**config.mk**
```make
export PLATFORM = sky130hd
export DESIGN_NAME = accel_fifo
export DESIGN_NICKNAME = d
export VERILOG_FILES = /design/src/rtl/accel_fifo.sv
export SDC_FILE = /design/constraint.sdc
export NUM_CORES = 1
export LEC_CHECK = 0
export CAP_MARGIN = 20
export CORE_UTILIZATION = 65
export CTS_BUF_LIST = sky130_fd_sc_hd__clkbuf_8 sky130_fd_sc_hd__clkbuf_16
export DETAILED_ROUTE_END_ITERATION = 6
export GPL_TIMING_DRIVEN = 0
export PLACE_DENSITY = 0.84
export RECOVER_POWER = 50
export SYNTH_ARGS = -nofsm -noshare
export SYNTH_HDL_FRONTEND = slang
export SYNTH_SLANG_ARGS = --single-unit
```
**constraint.sdc**
```tcl
create_clock -name clk -period 12.1 [get_ports clk]
set_input_delay 1.815 -clock clk [delete_from_list [all_inputs] [get_ports clk]]
set_output_delay 1.815 -clock clk [all_outputs]
set_load 0.05 [all_outputs]
```
**src/rtl/accel_fifo.sv**
```systemverilog
// Single-clock FIFO buffering one direction between the bus controller and an accelerator.
// Optional sticky overflow/underflow flags are enabled by defining ACCEL_FIFO_ERR_FLAGS_EN.
module accel_fifo #(
    parameter int WIDTH  = 32,
    parameter int DEPTH  = 16,
    parameter int ADDR_W = 4
) (
    input  logic              clk,
    input  logic              reset,
    input  logic              wr_en,
    input  logic [WIDTH-1:0]  wr_data,
    input  logic              rd_en,
    output logic [WIDTH-1:0]  rd_data,
    output logic              rd_valid,
    output logic              empty,
    output logic              full,
    output logic [ADDR_W:0]   count,
    output logic              overflow,
    output logic              underflow
);

    localparam int CW = ADDR_W + 1;

    logic [WIDTH-1:0]  mem_q [DEPTH];
    logic [ADDR_W-1:0] wr_ptr_q, wr_ptr_d;
    logic [ADDR_W-1:0] rd_ptr_q, rd_ptr_d;
    logic [CW-1:0]     count_q, count_d;
    logic              empty_q, full_q;
    logic [WIDTH-1:0]  rd_data_q;
    logic              rd_valid_q;
    logic              wr_acc, rd_acc;

    // A write into a full FIFO is still accepted when a read frees a slot in the same cycle.
    always_comb begin
        rd_acc   = rd_en & ~empty_q;
        wr_acc   = wr_en & (~full_q | rd_acc);
        wr_ptr_d = wr_ptr_q;
        rd_ptr_d = rd_ptr_q;
        count_d  = count_q;
        if (wr_acc) wr_ptr_d = wr_ptr_q + ADDR_W'(1);
        if (rd_acc) rd_ptr_d = rd_ptr_q + ADDR_W'(1);
        case ({wr_acc, rd_acc})
            2'b10:   count_d = count_q + CW'(1);
            2'b01:   count_d = count_q - CW'(1);
            default: count_d = count_q;
        endcase
    end

    always_ff @(posedge clk) begin
        if (reset) begin
            wr_ptr_q   <= '0;
            rd_ptr_q   <= '0;
            count_q    <= '0;
            empty_q    <= 1'b1;
            full_q     <= 1'b0;
            rd_data_q  <= '0;
            rd_valid_q <= 1'b0;
        end else begin
            wr_ptr_q   <= wr_ptr_d;
            rd_ptr_q   <= rd_ptr_d;
            count_q    <= count_d;
            empty_q    <= (count_d == '0);
            full_q     <= (count_d == CW'(DEPTH));
            rd_valid_q <= rd_acc;
            if (rd_acc) rd_data_q <= mem_q[rd_ptr_q];
        end
    end

    // Storage is not cleared on reset; only the pointers define what is valid.
    always_ff @(posedge clk) begin
        if (!reset && wr_acc) mem_q[wr_ptr_q] <= wr_data;
    end

`ifdef ACCEL_FIFO_ERR_FLAGS_EN
    logic overflow_q, underflow_q;

    always_ff @(posedge clk) begin
        if (reset) begin
            overflow_q  <= 1'b0;
            underflow_q <= 1'b0;
        end else begin
            overflow_q  <= overflow_q  | (wr_en & full_q & ~rd_acc);
            underflow_q <= underflow_q | (rd_en & empty_q);
        end
    end

    assign overflow  = overflow_q;
    assign underflow = underflow_q;
`else
    assign overflow  = 1'b0;
    assign underflow = 1'b0;
`endif

    assign rd_data  = rd_data_q;
    assign rd_valid = rd_valid_q;
    assign empty    = empty_q;
    assign full     = full_q;
    assign count    = count_q;

endmodule

```
==> impl_metrics.json, run 1 <==
{
  "drtIter0Drc": 1219,
  "pwr-share-comb": 0.146,
  "irDropWorstVdd_uv": 129,
  "synth_area_um2": 21200,
  "dieArea_um2": 33400,
  "setup_violations": 0,
  "dp_hpwl_mm": 28.4,
  "synth_top_cell_area_share": 0.725,
  "grt_pass1_wl_mm": 69.7,
  "cts_max_path_buffers": 3,
  "crit_fanout": 9,
  "grt_usage": 0.292,
  "yosysMostFrequentCell": "edfxtp_1",
  "die_y_um": 183,
  "drive_gt1_frac": 0.231,
  "antenna_found_initial": 0,
  "crit_arrival_ns": 5.30,
  "synth_largest_area_cell": "edfxtp_1",
  "start_util": 0.667,
  "grt_max_degree": 23,
  "rr_startpoint": "empty",
  "setup-tns-final_ns": 0,
  "swShare": 0.247,
  "worstSetupStartpoint": "rd_en",
  "yosys-top-cells-count": "edfxtp_1 (512), mux4_2 (128), mux2i_1 (66)",
  "synth_seq_cells": 560,
  "rsz0062_at_grt": "no",
  "drv_cap": 0,
  "drc": 0,
  "cts.clk_slew.worst_paths_ns": 0.06,
  "crit_required_ns": 12.57,
  "rows": 65,
  "gr-total-overflow": 0,
  "yosys-top-cells-area": "edfxtp_1 (72%), mux4_2 (14%), dfxtp_1 (4.5%)",
  "critical_path.endpoint": "full",
  "async_flop_share": 0,
  "avgSynthCellArea_um2": 21.0,
  "r2r_end": "full",
  "yosysSeqAreaShare": 0.770,
  "hold_viol": 0,
  "synth-edff-count": 512,
  "cts_tree": "yes",
  "clock-sinks": 560,
  "clock_latency_ns": 0.58,
  "cts_root_buffer": "clkbuf_16",
  "end_kind": "register",
  "ys_warn_count": 0,
  "relSlewSlack": 0.321,
  "drv_slew": 0,
  "status": "completed",
  "vias_per_cell": 6.48,
  "internal-power_mw": 3.35,
  "post_cts_buffers": 0,
  "ios": 78,
  "area_delta_synth_final_pct": 16.9,
  "period_share": 0.399,
  "yosysUniqueCellTypes": 37,
  "nets": 1211,
  "regToRegSetupSlack_ns": 8.65,
  "p_leak_nw": 7.81,
  "cts_buffers": 52,
  "p_seq_frac": 0.491,
  "p_switching_mw": 1.10,
  "crit_type": "input port to register",
  "htreeDepth": 2,
  "die_x_um": 183,
  "post_cts_resized": 0,
  "fin_util": 0.780,
  "worst_slew_pin_slew_ns": 1.02,
  "finClkSkew_ns": 0.0143,
  "period_needed_ns": 4.83,
  "cts_hold_buffers": 0,
  "num_antenna_cells": 0,
  "fmax_mhz": 207,
  "drtPass1Iterations": 5,
  "critPathLaunchType": "input port",
  "reg2reg_depth": 12,
  "io_buffer_count": 74,
  "gp_congestion": 0.740,
  "power-per-cell-area_nw_per_um2": 179,
  "drt-total-wl_mm": 46.4,
  "syn_inst": 1009,
  "synth-main-ff-cell": "edfxtp_1",
  "core_um2": 31800,
  "ant_nets": 0,
  "num_vias": 10700,
  "power_frac_clock": 0.364,
  "grt_pass1_vias": 11500,
  "wl_per_cell_um": 28.3,
  "hold_path_class": "register to register"
}
-- state kept, by name, summed over array words and instances, names as in the netlist --
signal    flops
mem_q       512
rd_data      32
count         5
rd_ptr_q      4
wr_ptr_q      4
empty         1
full          1
rd_valid      1
-- critical path, cell delays in order --
cell           delay, ns
dlygate4sd3_1       0.53
nand2b_1            0.15
a21boi_0            0.63
inv_1               0.26
ha_1                0.27
buf_2               0.16
xor2_1              0.18
ha_1                0.21
nor2_1              0.06
o31a_1              0.23
o211ai_1            0.27
xor2_1              0.29
and4bb_1            0.25
-- placed cells by master, fill, tap and decap left out, types with 9 or more instances in the layout --
cell type	instances
nor2_1	49
buf_6	17
nor2_4	12
xor2_1	9
clkinv_1	11
mux4_2	128
dfxtp_1	48
mux2i_1	66
clkinv_2	15
o21ai_0	15
clkbuf_1	26
clkdlybuf4s50_1	18
a21oi_1	35
o21ai_1	22
dlygate4sd3_1	56
inv_1	12
edfxtp_1	512
nand2_1	12
buf_2	18
clkbuf_16	52
-- layer usage --
metal | up-vias | share of wire | track usage
met5 | - | 0 | 0
met4 | 0 | 0.040 | 0.128
met2 | 617 | 0.52 | 0.502
li1 | 4425 | - | -
met3 | 148 | 0.082 | 0.0489
met1 | 5471 | 0.36 | 0.373
-- how the worst min path moves through the flow --
stage	to	from	cells after the start	slack, ns
floorplan	wr_ptr_q[1]	wr_ptr_q[1]	2	0.48
global placement	rd_data[29]	rd_data[29]	2	0.47
detailed placement	rd_data[25]	rd_data[25]	2	0.47
CTS	rd_data[22]	rd_data[22]	2	0.49
global route	rd_data[14]	rd_data[14]	2	0.51
finish	rd_data[28]	rd_data[28]	2	0.48
-- power by group through the flow --
stage / combinational, mW / sequential, mW / clock, mW
floorplan: 0.364 / 2.30 / 0
global placement: 0.619 / 2.22 / 0
detailed placement: 0.650 / 2.22 / 0
CTS: 0.661 / 2.18 / 1.63
global route: 0.685 / 2.18 / 1.70
finish: 0.648 / 2.18 / 1.62
-- logic make-up after synthesis --
logic type      Yosys count  synth area share
compound gates           80            0.0201
other cells               1          0.000177
mux                     194             0.167
flops                   560             0.770
fa+ha+maj                 8           0.00472
simple gates             92            0.0189
xor+xnor                 11           0.00454
buf+inv                  63            0.0146
-- final cells by class --
type	count	area [µm²]
inverters	6	22.5
flip-flops and latches	560	16300
plain buffers	57	287
well taps	435	544
multi-input cells	387	4680
repair buffers	103	1240
clock inverters	43	379
clock buffers	53	1320
fillers	1537	6990
-- per-stage QoR --
| stage | cell area, µm² | worst slack [ns] | instances | power, mW | hold WS [ns] |
|---|---|---|---|---|---|
| after floorplan | 21200 | 6.76 | 1010 | 2.66 | 0.482 |
| after global placement | 22500 | 3.82 | 1519 | 2.84 | 0.469 |
| after detailed placement | 23100 | 7.03 | 1547 | 2.87 | 0.466 |
| after CTS | 24800 | 7.61 | 1643 | 4.47 | 0.494 |
| after global routing | 24800 | 7.10 | 1644 | 4.57 | 0.511 |
| final | 24800 | 7.27 | 1644 | 4.44 | 0.476 |
Note: power is estimated with default switching activity, not from simulation.
==> run 2: changes to the inputs <==
Settings changed: CORE_UTILIZATION 65 to 55, PLACE_DENSITY 0.84 to 0.76.
Clock period 12.1 ns to 4.4 ns, I/O delays scaled along.
==> run 2 against run 1 <==
Sequential power increased to 2.7 times the previous value. Via count decreased by 2.2%. Die area increased by 18%. Clock-buffer cell count increased by 13. Largest power group unchanged. Clock skew increased by 0.0048 ns. Critical path depth unchanged. Hold slack got worse by 0.017 ns. Highest routed layer unchanged. Wire length decreased by 5.8%. Combinational power increased to 2.7 times the previous value. Cell area increased by 1.4%.
==> impl_metrics.json, run 2 (synthesized netlist as in run 1, its figures left out) <==
{
  "period_share": 0.789,
  "irDropWorstVdd_uv": 365,
  "clock-sinks": 560,
  "core_um2": 37800,
  "rows": 71,
  "die_y_um": 198,
  "critPathLaunchType": "input port",
  "worst_slew_pin_slew_ns": 1.12,
  "ios": 78,
  "drv_cap": 0,
  "worst_slack_ns": 0.929,
  "power-per-cell-area_nw_per_um2": 500,
  "internal-power_mw": 9.60,
  "dpl_worst_slack_ns": 0.632,
  "io_buffer_count": 74,
  "grt_pass1_wl_mm": 65.9,
  "cts.clk_slew.worst_paths_ns": 0.06,
  "pwr-share-comb": 0.137,
  "crit_buf_inv": 3,
  "clock_latency_ns": 0.60,
  "setup_violations": 0,
  "area_delta_synth_final_pct": 18.6,
  "cts_root_buffer": "clkbuf_16",
  "cts_tree": "yes",
  "crit_family": "compound AO/OA/AOI/OAI gates",
  "end_kind": "register",
  "die_x_um": 198,
  "cts_max_path_buffers": 3,
  "crit_fanout": 9,
  "hold_viol": 0,
  "gp_congestion": 0.761,
  "grt_pass1_vias": 10800,
  "crit_arrival_ns": 3.97,
  "drtPass1Iterations": 5,
  "htreeDepth": 2,
  "crit_type": "input port to register",
  "largest_reg_flops": 512,
  "relSlewSlack": 0.251,
  "fmax_mhz": 288,
  "slowest_delay_ns": 0.57,
  "ant_nets": 0,
  "path_cells": "dlygate4sd3_1 > nand2b_1 > a21boi_0 > inv_1 > ha_1 > buf_2 > xor2_1 > ha_1 > nor2_1 > o31a_1 > o211ai_1 > xor2_1 > and4bb_1",
  "grt_max_degree": 23,
  "post_cts_resized": 0,
  "rsz0062_at_grt": "no",
  "dieArea_um2": 39400,
  "vias_per_cell": 6.04,
  "hold_path_class": "input port to register",
  "crit_required_ns": 4.90,
  "post_cts_buffers": 0,
  "status": "completed",
  "holdWs_ns": 0.459,
  "largest-register": "mem_q",
  "cp_slowest_cell": "a21boi_0",
  "gr-total-overflow": 0,
  "p_leak_nw": 7.90,
  "finClkSkew_ns": 0.0192,
  "dp_hpwl_mm": 27.7,
  "grt_usage": 0.233,
  "drv_slew": 0,
  "num_antenna_cells": 0,
  "drtIter0Drc": 845,
  "period_needed_ns": 3.47,
  "p_switching_mw": 2.99,
  "cts_buffers": 54,
  "drc": 0,
  "swShare": 0.237,
  "start_util": 0.561,
  "nets": 1214,
  "layout_common_cells": "edfxtp_1 (512), mux4_2 (128), mux2i_1 (66), clkbuf_16 (55), nor2_1 (49)",
  "cts_hold_buffers": 0,
  "num_vias": 10400,
  "drive_gt1_frac": 0.229,
  "p_seq_frac": 0.476,
  "antenna_found_initial": 0,
  "drt-total-wl_mm": 43.8,
  "power_frac_clock": 0.387,
  "layout_commonest_cell": "edfxtp_1",
  "wl_per_cell_um": 25.3
}
run 2: cell count changes in the layout (fill, tap and decap cells not counted), sizes merged:
cell and change:
clkbuf +19, clkinv -14, clkdlybuf4s50 +10, dlygate4sd3 -10, inv +6, buf -5, bufinv +2, clkinvlp -1
run 2: path summary, 6_finish.rpt:
check        slack [ns]           to  depth (start not counted)         from
max                0.93         full                         13        rd_en
min                0.46     count[4]                          2        reset
max reg2reg        1.14         full                         12        empty
min reg2reg        0.49  rd_data[28]                          2  rd_data[28]
run 2: layout make-up:
cell class,instances,area (µm²)
Sequential cell,560,16300
Fill cell,2417,12700
Multi-Input combinational cell,387,4680
Clock buffer,66,1530
Timing Repair Buffer,104,1290
Tap cell,511,639
Clock inverter,36,383
Buffer,57,273
Inverter,6,22.5
run 2: power groups by stage:
| stage | Combinational (mW) | Sequential [mW] | Clock, mW |
|---|---|---|---|
| after detailed placement | 1.76 | 6.10 | 0 |
| after global placement | 1.71 | 6.11 | 0 |
| after floorplan | 1.00 | 6.33 | 0 |
| final | 1.73 | 5.99 | 4.87 |
| after CTS | 1.79 | 5.99 | 4.92 |
| after global routing | 1.85 | 6.00 | 5.12 |
run 2: per-layer routing:
| metal | wire (µm) | global-route usage | vias to the layer above |
|---|---|---|---|
| met2 | 22200 | 0.392 | 404 |
| li1 | - | - | 4450 |
| met3 | 3000 | 0.0429 | 70 |
| met5 | 0 | 0 | - |
| met1 | 17700 | 0.314 | 5501 |
| met4 | 868 | 0.0698 | 0 |
run 2: per-stage QoR:
stage | total power, mW | TNS (ns) | util | cells | cell area [µm²]
2_1_floorplan | 7.33 | 0 | - | 1010 | 21200
3_3_place_gp | 7.82 | -693.97 | 0.597 | 1595 | 22600
3_5_place_dp | 7.87 | 0 | 0.615 | 1625 | 23300
4_1_cts | 12.7 | 0 | 0.665 | 1727 | 25200
5_1_grt | 13.0 | 0 | 0.665 | 1727 | 25200
6_report | 12.6 | 0 | 0.665 | 1727 | 25200
==> run 3: changes to the inputs <==
Clock period 4.4 ns to 2.91 ns, I/O delays scaled along.
==> run 3 against run 2 <==
Sequential cell count stayed put. Die area unchanged. Combinational power increased by 57%. Non-clock buffer count increased by 2. Highest routed layer is now met5. Clock power up 42%. Critical path depth fell by 6. Global-route usage is 0.47 points higher. Total power grew 48%. Critical endpoint is now mem_q[13][3]. Critical path type is now register to register. Via count hardly changed. Final cell count barely moved. Clock skew down 0.0072 ns.
==> impl_metrics.json, run 3 (synthesized netlist as in run 1, its figures left out) <==
{
  "status": "completed",
  "period_needed_ns": 2.77,
  "die_x_um": 198,
  "htreeDepth": 2,
  "gr-total-overflow": 0,
  "drtPass1Iterations": 5,
  "layout_commonest_cell": "edfxtp_1",
  "stdcell_area_um2": 25100,
  "clock-sinks": 560,
  "p_leak_nw": 7.84,
  "dieArea_um2": 39400,
  "cts_tree": "yes",
  "power-per-cell-area_nw_per_um2": 744,
  "start_util": 0.561,
  "ios": 78,
  "hold_viol": 0,
  "end_kind": "register",
  "grt_max_degree": 23,
  "dpl-instance-area_um2": 23200,
  "critPathLaunchType": "register",
  "path_cells": "nand2b_2 > a21boi_4 > inv_2 > nor2_1 > nand2_1 > nor2_4 > buf_16",
  "setup_violations": 0,
  "layout_common_cells": "edfxtp_1 (512), mux4_2 (128), clkdlybuf4s50_1 (74), mux2i_1 (66), clkbuf_16 (55)",
  "rows": 71,
  "relSlewSlack": 0.265,
  "slowest_delay_ns": 0.69,
  "crit_buf_inv": 2,
  "dpl_worst_slack_ns": -0.691,
  "grt_pass1_vias": 10900,
  "die_y_um": 198,
  "drtIter0Drc": 1011,
  "dp_hpwl_mm": 27.1,
  "grt_pass1_wl_mm": 66.9,
  "drv_slew": 0,
  "gp_congestion": 0.740,
  "cts.clk_slew.worst_paths_ns": 0.06,
  "crit_required_ns": 3.20,
  "multi_input_area_um2": 4730,
  "drv_cap": 0,
  "cts_root_buffer": "clkbuf_16",
  "period_share": 0.952,
  "area_delta_synth_final_pct": 18.5,
  "hold_path_class": "input port to register",
  "crit_family": "simple AND/OR/NAND/NOR gates",
  "worst_slew_pin_slew_ns": 1.10,
  "setup-tns-final_ns": 0,
  "drc": 0,
  "io_buffer_count": 74,
  "cts_buffers": 54,
  "crit_fanout": 17,
  "wl_per_cell_um": 26.1,
  "num_vias": 10400,
  "largest_reg_flops": 512,
  "core_um2": 37800,
  "worst_slack_ns": 0.139,
  "cts_hold_buffers": 0,
  "antenna_found_initial": 1,
  "crit_type": "register to register",
  "num_antenna_cells": 0,
  "crit_arrival_ns": 3.06,
  "ant_nets": 0,
  "drive_gt1_frac": 0.237,
  "irDropWorstVdd_uv": 552,
  "grt_usage": 0.238,
  "vias_per_cell": 6.03,
  "drt-total-wl_mm": 45.1,
  "regArea_um2": 16300,
  "clock_latency_ns": 0.59,
  "largest-register": "mem_q",
  "holdWs_ns": 0.257,
  "fmax_mhz": 361,
  "cts_max_path_buffers": 3,
  "finClkSkew_ns": 0.0120,
  "nets": 1216,
  "fill_cells": 2420,
  "cp_slowest_cell": "nor2_4"
}
run 3: cell count changes in the layout (fill, tap and decap cells not counted), sizes merged:
cell	change
inv	+3
clkdlybuf4s50	+46
buf	+8
clkbuf	-10
clkinv	+3
dlygate4sd3	-46
bufinv	-3
run 3: through the flow:
step	util	power, mW	cells
after floorplan	-	11.1	1010
after global placement	0.598	11.8	1595
after detailed placement	0.614	11.9	1615
after CTS	0.661	18.8	1718
after global routing	0.664	19.3	1728
final	0.664	18.7	1728
run 3: worst paths after layout:
check	from	to	slack, ns	depth (start not counted)
worst min register to register	rd_data[29]	rd_data[29]	0.48	2
worst max register to register	empty	mem_q[13][3]	0.14	7
worst max-delay path	empty	mem_q[13][3]	0.14	7
worst min-delay path	reset	count[4]	0.26	2
run 3: routing by layer:
metal	GRT usage	vias to the layer above	part of all wire	wire (µm)
met1	0.321	5456	0.40	18200
met2	0.396	435	0.50	22500
met3	0.0390	79	0.071	3200
met5	0	-	0.00036	16
met4	0.0850	2	0.025	1110
li1	-	4456	-	-
run 3: layout make-up:
| class | instances | area share |
|---|---|---|
| Multi-Input combinational cell | 387 | 0.188 |
| Sequential cell | 560 | 0.650 |
| Tap cell | 511 | 0.0254 |
| Clock buffer | 62 | 0.0586 |
| Inverter | 6 | 0.000896 |
| Timing Repair Buffer | 106 | 0.0538 |
| Clock inverter | 39 | 0.0120 |
| Buffer | 57 | 0.0114 |
run 3: timing repair:
| action | 4_1_cts | 5_1_grt |
|---|---|---|
| gates resized for setup | 1 | 4 |
| endpoints found under the setup margin | 96 | 190 |
| setup buffers | 2 | 10 |
| pin swaps | 2 | 5 |
run 3: where the power goes:
group | total (mW) | switching, mW | internal (mW)
clock | 6.92 | 2.88 | 4.04
combinational | 2.71 | 1.51 | 1.20
sequential | 9.06 | 0.110 | 8.95
